File: src/rtl/mem_master_pkg.sv
// mem_master shared types: FSM state, default widths, response FIFO entry.
package mem_master_pkg;

    localparam int ADDR_W_DEF    = 10;
    localparam int DATA_W_DEF    = 32;
    localparam int LEN_W_DEF     = 3;
    localparam int RSP_DEPTH_DEF = 4;

    typedef enum logic [1:0] {
        IDLE,
        WRITE,
        READ
    } state_t;

    typedef struct packed {
        logic [DATA_W_DEF-1:0] data;
        logic                  last;
        logic                  err;
    } rsp_t;

endpackage

File: src/rtl/mem_master_rsp_fifo.sv
// Response FIFO for mem_master: synchronous, sync active-high reset.
module mem_master_rsp_fifo
    import mem_master_pkg::*;
#(
    parameter int RSP_DEPTH = RSP_DEPTH_DEF
) (
    input  logic clk,
    input  logic reset,
    input  logic push,
    input  rsp_t din,
    input  logic pop,
    output rsp_t dout,
    output logic empty
);

    localparam int AW = (RSP_DEPTH > 1) ? $clog2(RSP_DEPTH) : 1;
    localparam int CW = $clog2(RSP_DEPTH + 1);

    rsp_t          buf_q [RSP_DEPTH];
    logic [AW-1:0] wp;
    logic [AW-1:0] rp;
    logic [CW-1:0] cnt;

    // Depth need not be a power of two, so pointers wrap explicitly.
    function automatic logic [AW-1:0] nxt(input logic [AW-1:0] p);
        return (p == AW'(RSP_DEPTH - 1)) ? '0 : p + AW'(1);
    endfunction

    always_ff @(posedge clk) begin
        if (push) buf_q[wp] <= din;
    end

    always_ff @(posedge clk) begin
        if (reset) begin
            wp  <= '0;
            rp  <= '0;
            cnt <= '0;
        end else begin
            if (push) wp <= nxt(wp);
            if (pop)  rp <= nxt(rp);
            case ({push, pop})
                2'b10:   cnt <= cnt + CW'(1);
                2'b01:   cnt <= cnt - CW'(1);
                default: ;
            endcase
        end
    end

    assign dout  = buf_q[rp];
    assign empty = (cnt == '0);

endmodule

File: src/rtl/mem_master.sv
// Memory-port initiator: single writes, 1-8 word credit-limited read bursts.
// Option: MEM_MASTER_WRAP_ERR_EN rejects reads that cross the top address.
module mem_master
    import mem_master_pkg::*;
#(
    parameter int ADDR_W    = ADDR_W_DEF,
    parameter int DATA_W    = DATA_W_DEF,
    parameter int LEN_W     = LEN_W_DEF,
    parameter int RSP_DEPTH = RSP_DEPTH_DEF
) (
    input  logic              clk,
    input  logic              reset,
    input  logic              req_valid,
    output logic              req_ready,
    input  logic              req_write,
    input  logic [ADDR_W-1:0] req_addr,
    input  logic [DATA_W-1:0] req_wdata,
    input  logic [LEN_W-1:0]  req_len,
    output logic              wr_ack,
    output logic              rsp_valid,
    input  logic              rsp_ready,
    output logic [DATA_W-1:0] rsp_data,
    output logic              rsp_last,
    output logic              rsp_err,
    output logic              mem_enable,
    output logic              mem_rw,
    output logic [ADDR_W-1:0] mem_add,
    output logic [DATA_W-1:0] mem_wdata,
    input  logic [DATA_W-1:0] mem_rdata,
    output logic              busy
);

    localparam int CW = $clog2(RSP_DEPTH + 1);
    localparam int LW = LEN_W + 1;

    state_t            state;
    logic [ADDR_W-1:0] addr_q;
    logic [LW-1:0]     left_q;
    logic              err_q;
    logic [CW-1:0]     credit;
    logic              mem_last;
    logic              tok_err;
    logic              cap_v;
    logic              cap_last;
    logic              cap_err;

    logic              accept;
    logic              pop;
    logic              empty;
    logic              wrap;
    logic              pend_v;
    logic              pend_err;
    logic [ADDR_W-1:0] pend_addr;
    logic [LW-1:0]     pend_left;
    logic              room;
    logic              iss;
    logic              last_beat;
    rsp_t              head;
    rsp_t              din;

    assign req_ready = !reset && (state == IDLE);
    assign accept    = req_valid && req_ready;
    assign pop       = rsp_valid && rsp_ready;

`ifdef MEM_MASTER_WRAP_ERR_EN
    logic [ADDR_W:0] end_addr;
    assign end_addr = {1'b0, req_addr} + (ADDR_W + 1)'(req_len);
    assign wrap     = end_addr[ADDR_W];
`else
    assign wrap = 1'b0;
`endif

    // The beat eligible to issue at the coming edge: a freshly accepted
    // read, or the remainder of the burst being walked in READ.
    always_comb begin
        pend_v    = 1'b0;
        pend_addr = addr_q;
        pend_left = left_q;
        pend_err  = err_q;
        if (state == READ) begin
            pend_v = 1'b1;
        end else if (accept && !req_write) begin
            pend_v    = 1'b1;
            pend_addr = req_addr;
            pend_left = LW'(req_len) + LW'(1);
            pend_err  = wrap;
        end
        room      = (credit - CW'(pop)) < CW'(RSP_DEPTH);
        iss       = pend_v && room;
        last_beat = (pend_left == LW'(1)) || pend_err;
    end

    always_ff @(posedge clk) begin
        if (reset) begin
            state      <= IDLE;
            addr_q     <= '0;
            left_q     <= '0;
            err_q      <= 1'b0;
            credit     <= '0;
            mem_enable <= 1'b0;
            mem_rw     <= 1'b0;
            mem_add    <= '0;
            mem_wdata  <= '0;
            wr_ack     <= 1'b0;
            mem_last   <= 1'b0;
            tok_err    <= 1'b0;
            cap_v      <= 1'b0;
            cap_last   <= 1'b0;
            cap_err    <= 1'b0;
        end else begin
            mem_enable <= 1'b0;
            wr_ack     <= 1'b0;
            tok_err    <= 1'b0;
            cap_v      <= (mem_enable && !mem_rw) || tok_err;
            cap_last   <= mem_last;
            cap_err    <= tok_err;
            credit     <= credit + CW'(iss) - CW'(pop);
            case (state)
                IDLE: begin
                    if (accept && req_write) begin
                        state      <= WRITE;
                        mem_enable <= 1'b1;
                        mem_rw     <= 1'b1;
                        mem_add    <= req_addr;
                        mem_wdata  <= req_wdata;
                        wr_ack     <= 1'b1;
                    end
                end
                WRITE:   state <= IDLE;
                default: ;
            endcase
            if (pend_v) begin
                err_q <= pend_err;
                if (iss) begin
                    addr_q   <= pend_addr + ADDR_W'(1);
                    left_q   <= pend_left - LW'(1);
                    mem_last <= last_beat;
                    state    <= last_beat ? IDLE : READ;
                    // A rejected burst takes a credit but never strobes.
                    if (pend_err) begin
                        tok_err <= 1'b1;
                    end else begin
                        mem_enable <= 1'b1;
                        mem_rw     <= 1'b0;
                        mem_add    <= pend_addr;
                    end
                end else begin
                    addr_q <= pend_addr;
                    left_q <= pend_left;
                    state  <= READ;
                end
            end
        end
    end

    assign din = '{data: cap_err ? '0 : mem_rdata,
                   last: cap_last,
                   err:  cap_err};

    mem_master_rsp_fifo #(
        .RSP_DEPTH(RSP_DEPTH)
    ) u_fifo (
        .clk  (clk),
        .reset(reset),
        .push (cap_v),
        .din  (din),
        .pop  (pop),
        .dout (head),
        .empty(empty)
    );

    assign rsp_valid = !empty;
    assign rsp_data  = rsp_valid ? head.data : '0;
    assign rsp_last  = rsp_valid && head.last;
    assign rsp_err   = rsp_valid && head.err;
    assign busy      = !reset && ((state != IDLE) || (credit != '0));

endmodule

File: config.mk
export PLATFORM = sky130hd
export DESIGN_NAME = mem_master
export DESIGN_NICKNAME = d
export VERILOG_FILES = /design/src/rtl/mem_master_pkg.sv /design/src/rtl/mem_master_rsp_fifo.sv /design/src/rtl/mem_master.sv
export SDC_FILE = /design/constraint.sdc
export NUM_CORES = 1
export LEC_CHECK = 0
export BUFFER_PORTS_ARGS = -buffer_cell sky130_fd_sc_hd__buf_2
export CAP_MARGIN = 10
export CORE_UTILIZATION = 54
export DETAILED_ROUTE_END_ITERATION = 10
export GPL_ROUTABILITY_DRIVEN = 0
export HOLD_SLACK_MARGIN = 0.08
export PLACE_DENSITY_LB_ADDON = 0.12
export SYNTH_ARGS = -nofsm -noshare
export SYNTH_HDL_FRONTEND = slang
export SYNTH_SLANG_ARGS = --single-unit
File: constraint.sdc
create_clock -name clk -period 6.5 [get_ports clk]
set_input_delay 1.625 -clock clk [delete_from_list [all_inputs] [get_ports clk]]
set_output_delay 1.625 -clock clk [all_outputs]
set_load 0.01 [all_outputs]
### Yosys cells after proc, flatten, opt, wreduce, memory -nomap -nowiden

Memory sizes are Yosys's and may differ from the RTL's. A register that Yosys moved wholly into a read port is not among the register bits.
Cells that the tools add are included.

| word-level totals | value |
|---|---|
| register bits after elaboration | 77 |
| RAM bits | 136 |
| output and inout port bits | 82 |
| memories kept | 1 |

| cells by class | value |
|---|---|
| add/subtract/negate cells | 10 |
| $lt $le $gt $ge | 1 |
| equal/unequal tests | 8 |
| mux-type cells | 40 |
| bitwise operators | 2 |
| reduce and logical (&&, ||, !) cells | 27 |

Memories:

| memory | words | width | read ports | clocked after memory_dff | wr ports | line | RTL |
|---|---|---|---|---|---|---|---|
| u_fifo.buf_q | 4 | 34 | 1 | 1 | 1 | mem_master_rsp_fifo.sv:19 | `rsp_t buf_q [RSP_DEPTH];` |

Operators with widths:

| operator | count |
|---|---|
| 10-bit two-way mux | 8 |
| 32-bit two-way mux | 2 |
| 1-bit two-way mux | 17 |
| 2-bit two-way mux | 8 |
| 4-bit two-way mux | 3 |
| 10-bit by 1-bit adder with 10-bit output, second input constant | 1 |
| 1-bit logical AND | 10 |
| 2-bit == test, second input constant | 4 |
| 3-bit case mux with 2 select lines | 1 |
| 2-bit AND reduction | 3 |
| 3-bit nonzero test | 2 |
| 3-bit by 1-bit subtractor with 3-bit output | 2 |
| 2-bit by 1-bit adder with 2-bit output, second input constant | 2 |
| 3-bit by 1-bit adder with 4-bit output, second input constant | 1 |
| 2-bit by 1-bit == test with 1-bit output, second input constant | 2 |
| 4-bit by 1-bit == test with 1-bit output, second input constant | 1 |
| 1-bit zero test | 4 |
| 2-bit case mux with 2 select lines | 1 |
| 2-bit nonzero test | 2 |
| 4-bit by 1-bit subtractor with 4-bit output, second input constant | 1 |
| 3-bit by 1-bit adder with 3-bit output | 1 |
| 3-bit by 1-bit adder with 3-bit output, second input constant | 1 |
| 3-bit zero test | 1 |
| 1-bit logical OR | 3 |
| other kinds (6) | 7 |

### Longest topological paths before layout

| depth | value |
|---|---|
| depth after elaboration | 11 |
| gate-level depth with buffers | 11 |
| mapped depth without buffers | 10 |

### Cells and area by module

From an unflattened synthesis, not the netlist that was laid out.

| unflattened totals | value |
|---|---|
| cells, all modules | 677 |
| area total of the unflattened synthesis | 9,017.4 um2 |

Modules (own cells, without submodules):

| module | instances | cells an instance | area an instance (um2) | sequential area each (um2) |
|---|---|---|---|---|
| mem_master_rsp_fifo | 1 | 225 | 5,396.4 | 4,264.1 |
| mem_master | 1 | 452 | 3,621.0 | 1,401.3 |

### Least setup slack after synthesis

Ideal clock, no wire load.

| path | value |
|---|---|
| kind | input port to flip-flop |
| start | input reset |
| end | register credit[2] |
| setup time | 128 ps |
| arrival time | 3,786 ps |
| required time | 6,372 ps |
| setup slack | 2,587 ps |
| stages on the path | 11 |
| cell sequence | buf_2 or3b_1 a21oi_2 nand3_1 ha_1 inv_1 ha_1 inv_1 fa_1 xnor2_1 nor2_1 |

| on the way | value |
|---|---|
| word-level cells in the longest chain between the ends | 9 |

RTL lines:

| item | line | RTL |
|---|---|---|
| start: declaration | mem_master.sv:12 | `input logic reset,` |
| 1-bit zero test | mem_master.sv:61 | `assign req_ready = !reset && (state == IDLE);` |
| 1-bit logical AND | mem_master.sv:61 |  |
| 1-bit logical AND | mem_master.sv:62 | `assign accept = req_valid && req_ready;` |
| 1-bit logical AND | mem_master.sv:82 | `end else if (accept && !req_write) begin` |
| 1-bit two-way mux | mem_master.sv:82 |  |
| 1-bit two-way mux | mem_master.sv:80 | `if (state == READ) begin` |
| 1-bit logical AND | mem_master.sv:89 | `iss = pend_v && room;` |
| 3-bit by 1-bit adder with 3-bit output | mem_master.sv:117 | `credit <= credit + CW'(iss) - CW'(pop);` |
| 3-bit by 1-bit subtractor with 3-bit output | mem_master.sv:117 |  |
| end signal: assignment | mem_master.sv:117 |  |
| end: declaration | mem_master.sv:40 | `logic [CW-1:0] credit;` |

Parallel ways exist; a longest one is shown, timed or not.
A chain may end at the register's enable or synchronous reset.

### Worst setup path after layout

| path | value |
|---|---|
| start | register u_fifo.cnt[0] |
| end | output rsp_data[0] |

| on the way | value |
|---|---|
| word-level cells in the longest chain between the ends | 2 |

RTL lines:

| item | line | RTL |
|---|---|---|
| start: declaration | mem_master_rsp_fifo.sv:22 | `logic [CW-1:0] cnt;` |
| start signal: assignment | mem_master_rsp_fifo.sv:42 | `2'b10: cnt <= cnt + CW'(1);` |
| start signal: assignment | mem_master_rsp_fifo.sv:43 | `2'b01: cnt <= cnt - CW'(1);` |
| 3-bit zero test | mem_master_rsp_fifo.sv:50 | `assign empty = (cnt == '0);` |
| 32-bit two-way mux | mem_master.sv:173 | `assign rsp_data = rsp_valid ? head.data : '0;` |
| end: declaration | mem_master.sv:22 | `output logic [DATA_W-1:0] rsp_data,` |

No other way between the ends.

==> run summary <==
The flow ran to the end, and the final reports show no timing, DRC or antenna violations. Portion of synthesized cell area occupied by the leading cell type: 46.7%. The count of unresolved DRC violations after routing was 0.

Buffers placed on the I/O ports in this run total 163. The floorplan step set the die width to 129 um. For this design the static power due to leakage is 0.00395 uW. The tools report the internal reg-to-reg setup slack as 3740 ps. The synthesized netlist contains 50 unique library cells. Combinational cells account for 16.0% of the total power. The area added between synthesis and finish is 19.8%, and the largest fanout of any net on the critical path is 25. The run gives 0 as the number of hold violations in the final report. The net switching power is 822 uW, and the number of endpoints failing setup at the final stage is 0.

The clock-pin slew of the registers on the worst-case setup and hold paths was 60 ps. The final layout contains 908 nets. After clock tree synthesis, the flow added hold-fix buffers numbering 0. The tools report the clock latency on the worst-skew pair as 490 ps. Per-cell routed wire length: 17.0 um.

The worst setup path is captured at an output pin. Net switching is 24.8% of the power. The tools report the max-slew violation count as 0.

Setup repair after global routing left no endpoint under its margin. The count of standard-cell rows came out at 46. For the detailed-route wire length, the log shows 17800 um. During I/O placement, the number of pins put on the boundary was 164. After floorplanning, the core was sized to cover 15800 um^2.

The worst path arrival time came out at 2410 ps. On the final layout, the worst clock skew is 9.37 ps. The largest net degree at the start of global routing is 65, and the worst-margin pin slew is 996 ps.

The total vias in the final route came out at 5579. Among all cell types in the netlist, the one instantiated most often is edfxtp_1. For the die outline area, the log shows 16700 um^2. The run gives 11000 um as the detailed placer's ending HPWL. The critical path start-end classification was reg2out. For the number of CTS-inserted buffers, the log shows 22. The class of the tightest hold or removal check was reg2reg.

For the synthesized netlist net count, the log shows 752. The most used flip-flop cell after synthesis is edfxtp_1. Gates resized during post-CTS repair numbered 0. Across all hold checks on the routed design, the worst slack comes to 447 ps.

The run gives 1 as the initial antenna violation count. The count of H-tree levels built during CTS was 1. Each instance of the synthesized netlist takes up on average 13.3 um^2. For the post-synth design cell area, the log shows 8750 um^2.

The tools report the share of the yosys chip area belonging to registers as 64.7%. Yosys printed 0 warnings. For the wire length of the first global-routing pass, the log shows 27700 um. The tree is rooted in a clkbuf_16. For the length of the first detailed-routing pass in iterations, the log shows 5.

The number of placed instances, taps included is 1004, and the final critical path time including I/O delays and setup is 4040 ps. Of the total power, registers draw 46.3%. The run gives 0.000203 V as the maximum vdd ir drop. TritonCTS built the clock tree. For this configuration, the core starts out at a cell density of 55.3%.

After layout, the worst path uses 62.1% of the clock period. After synthesis, the cell types taking the most area are edfxtp_1 47%, dfxtp_1 18%, mux4_2 8.8%, nor2b_1 4.9%, nand2_1 4.2%. The normalized max-slew margin was 33.6%; the required time of the critical path was 4880 ps. For the part of the total power dissipated in the clock network, the log shows 37.7%. The power density over the cells is 316 nW/um^2, and the buffer count from post-CTS setup fixing is 0. The total internal power was 2490 uW. Once detail routing completed, the nets flagged for antenna violations numbered 0.

Dividing the detail-routed via count by the number of cells gives 5.33. For this run, the total global-route usage over all layers was measured as 21.4%. Of all flip-flops after synthesis, the portion carrying an async set or reset was 0%.

Max-cap violations in this run came to 0. The element type at the critical path start is a flip-flop. The via count of the first global-routing pass was 5616; the sink count of the clock tree was 215.

For the highest clock rate, the log shows 248 MHz. The setup TNS was 0 ps; the die outline height was 129 um. The number of enable flip-flop cells after synthesis was 136. For this block, the initial DRC count from the detailed router was 303. Synthesis produced 657 cells. After synthesis, the most frequently instantiated cells are 136 x edfxtp_1, 97 x nand2_1, 79 x dfxtp_1, 68 x nor2b_1, 45 x a21oi_1. The remaining global-route overflow was 0. Of all cell types, the one taking the most synthesized area is edfxtp_1.

The largest buffer count on any clock path was 3. The number of cells in the finished layout apart from fillers came out at 1046. The share of post-route cells with drive strength above 1 was 31.1%. The flip-flop and latch count after synthesis came out at 215.
==> cell families after synthesis <==
kind of cell    synth area share [%]
simple gates                    14.0
flops                           64.7
compound gates                  5.08
buf+inv                         2.57
mux                             10.2
xor+xnor                        1.40
fa+ha+maj                       2.03
==> power by group through the flow <==
stage	registers [uW]	logic, uW	clock network (uW)
2_1_floorplan	1560	355	0
3_3_place_gp	1560	524	0
3_5_place_dp	1560	535	0
4_1_cts	1540	537	1270
5_1_grt	1540	586	1320
6_report	1540	529	1250
==> routing by layer <==
metal | up-vias | routed length (um) | track usage (%)
met5 | - | 0 | 0
met4 | 0 | 261 | 5.74
met3 | 20 | 1260 | 5.16
met2 | 185 | 8730 | 37.3
met1 | 2698 | 7500 | 26.7
li1 | 2676 | - | -
==> layout make-up <==
class	count	area (um^2)
flip-flops and latches	215	5670
fillers	1191	5340
multi-input cells	388	2870
repair buffers	168	873
clock buffers	34	669
well taps	216	270
inverters	18	67.6
clock inverters	6	65.1
diodes	1	2.50
==> worst paths after layout <==
| kind | start | endpoint | cells after the start |
|---|---|---|---|
| hold reg to reg | mem_last | cap_last | 2 |
| hold / removal | mem_last | cap_last | 2 |
| setup / recovery | u_fifo.cnt[0] | rsp_data[0] | 4 |
| setup reg to reg | u_fifo.cnt[0] | mem_add[9] | 6 |
==> metrics by stage <==
stage / area (um^2) / total power, uW / util [%] / setup WS [ps]
finish: 10500 / 3310 / 66.3 / 2460
CTS: 10500 / 3340 / 66.1 / 2420
detailed placement: 9720 / 2100 / 61.4 / 2110
global placement: 9720 / 2090 / 61.4 / 2280
floorplan: 8750 / 1920 / - / 2590
global route: 10500 / 3440 / 66.2 / 2310
==> flip-flops by register name, indices dropped and copies added (netlist names), 2 cells and up, named ones only <==
| name | flops |
|---|---|
| u_fifo.wp | 2 |
| state | 2 |
| u_fifo.rp | 2 |
| left_q | 4 |
| u_fifo.cnt | 3 |
| credit | 3 |
| u_fifo.buf_q | 136 |
| mem_wdata | 32 |
| addr_q | 10 |
| mem_add | 10 |
==> critical path, cell delays in order, from the launching register on <==
cell,delay [ps]
dfxtp_1,360
nor3_2,810
buf_4,450
nor2b_1,120
buf_2,160
==> cells in the final DEF, fill, tap and decap left out, drive strengths merged, types with 15 or more instances in the layout <==
cell type | Yosys | layout
buf | 13 | 168
edfxtp | 136 | 136
nand2 | 97 | 97
dfxtp | 79 | 79
nor2b | 68 | 68
a21oi | 46 | 46
mux4 | 34 | 34
nor2 | 34 | 34
clkbuf | 23 | 34
inv | 17 | 17
nor3 | 15 | 15
Note: power is estimated with default switching activity, not from simulation.
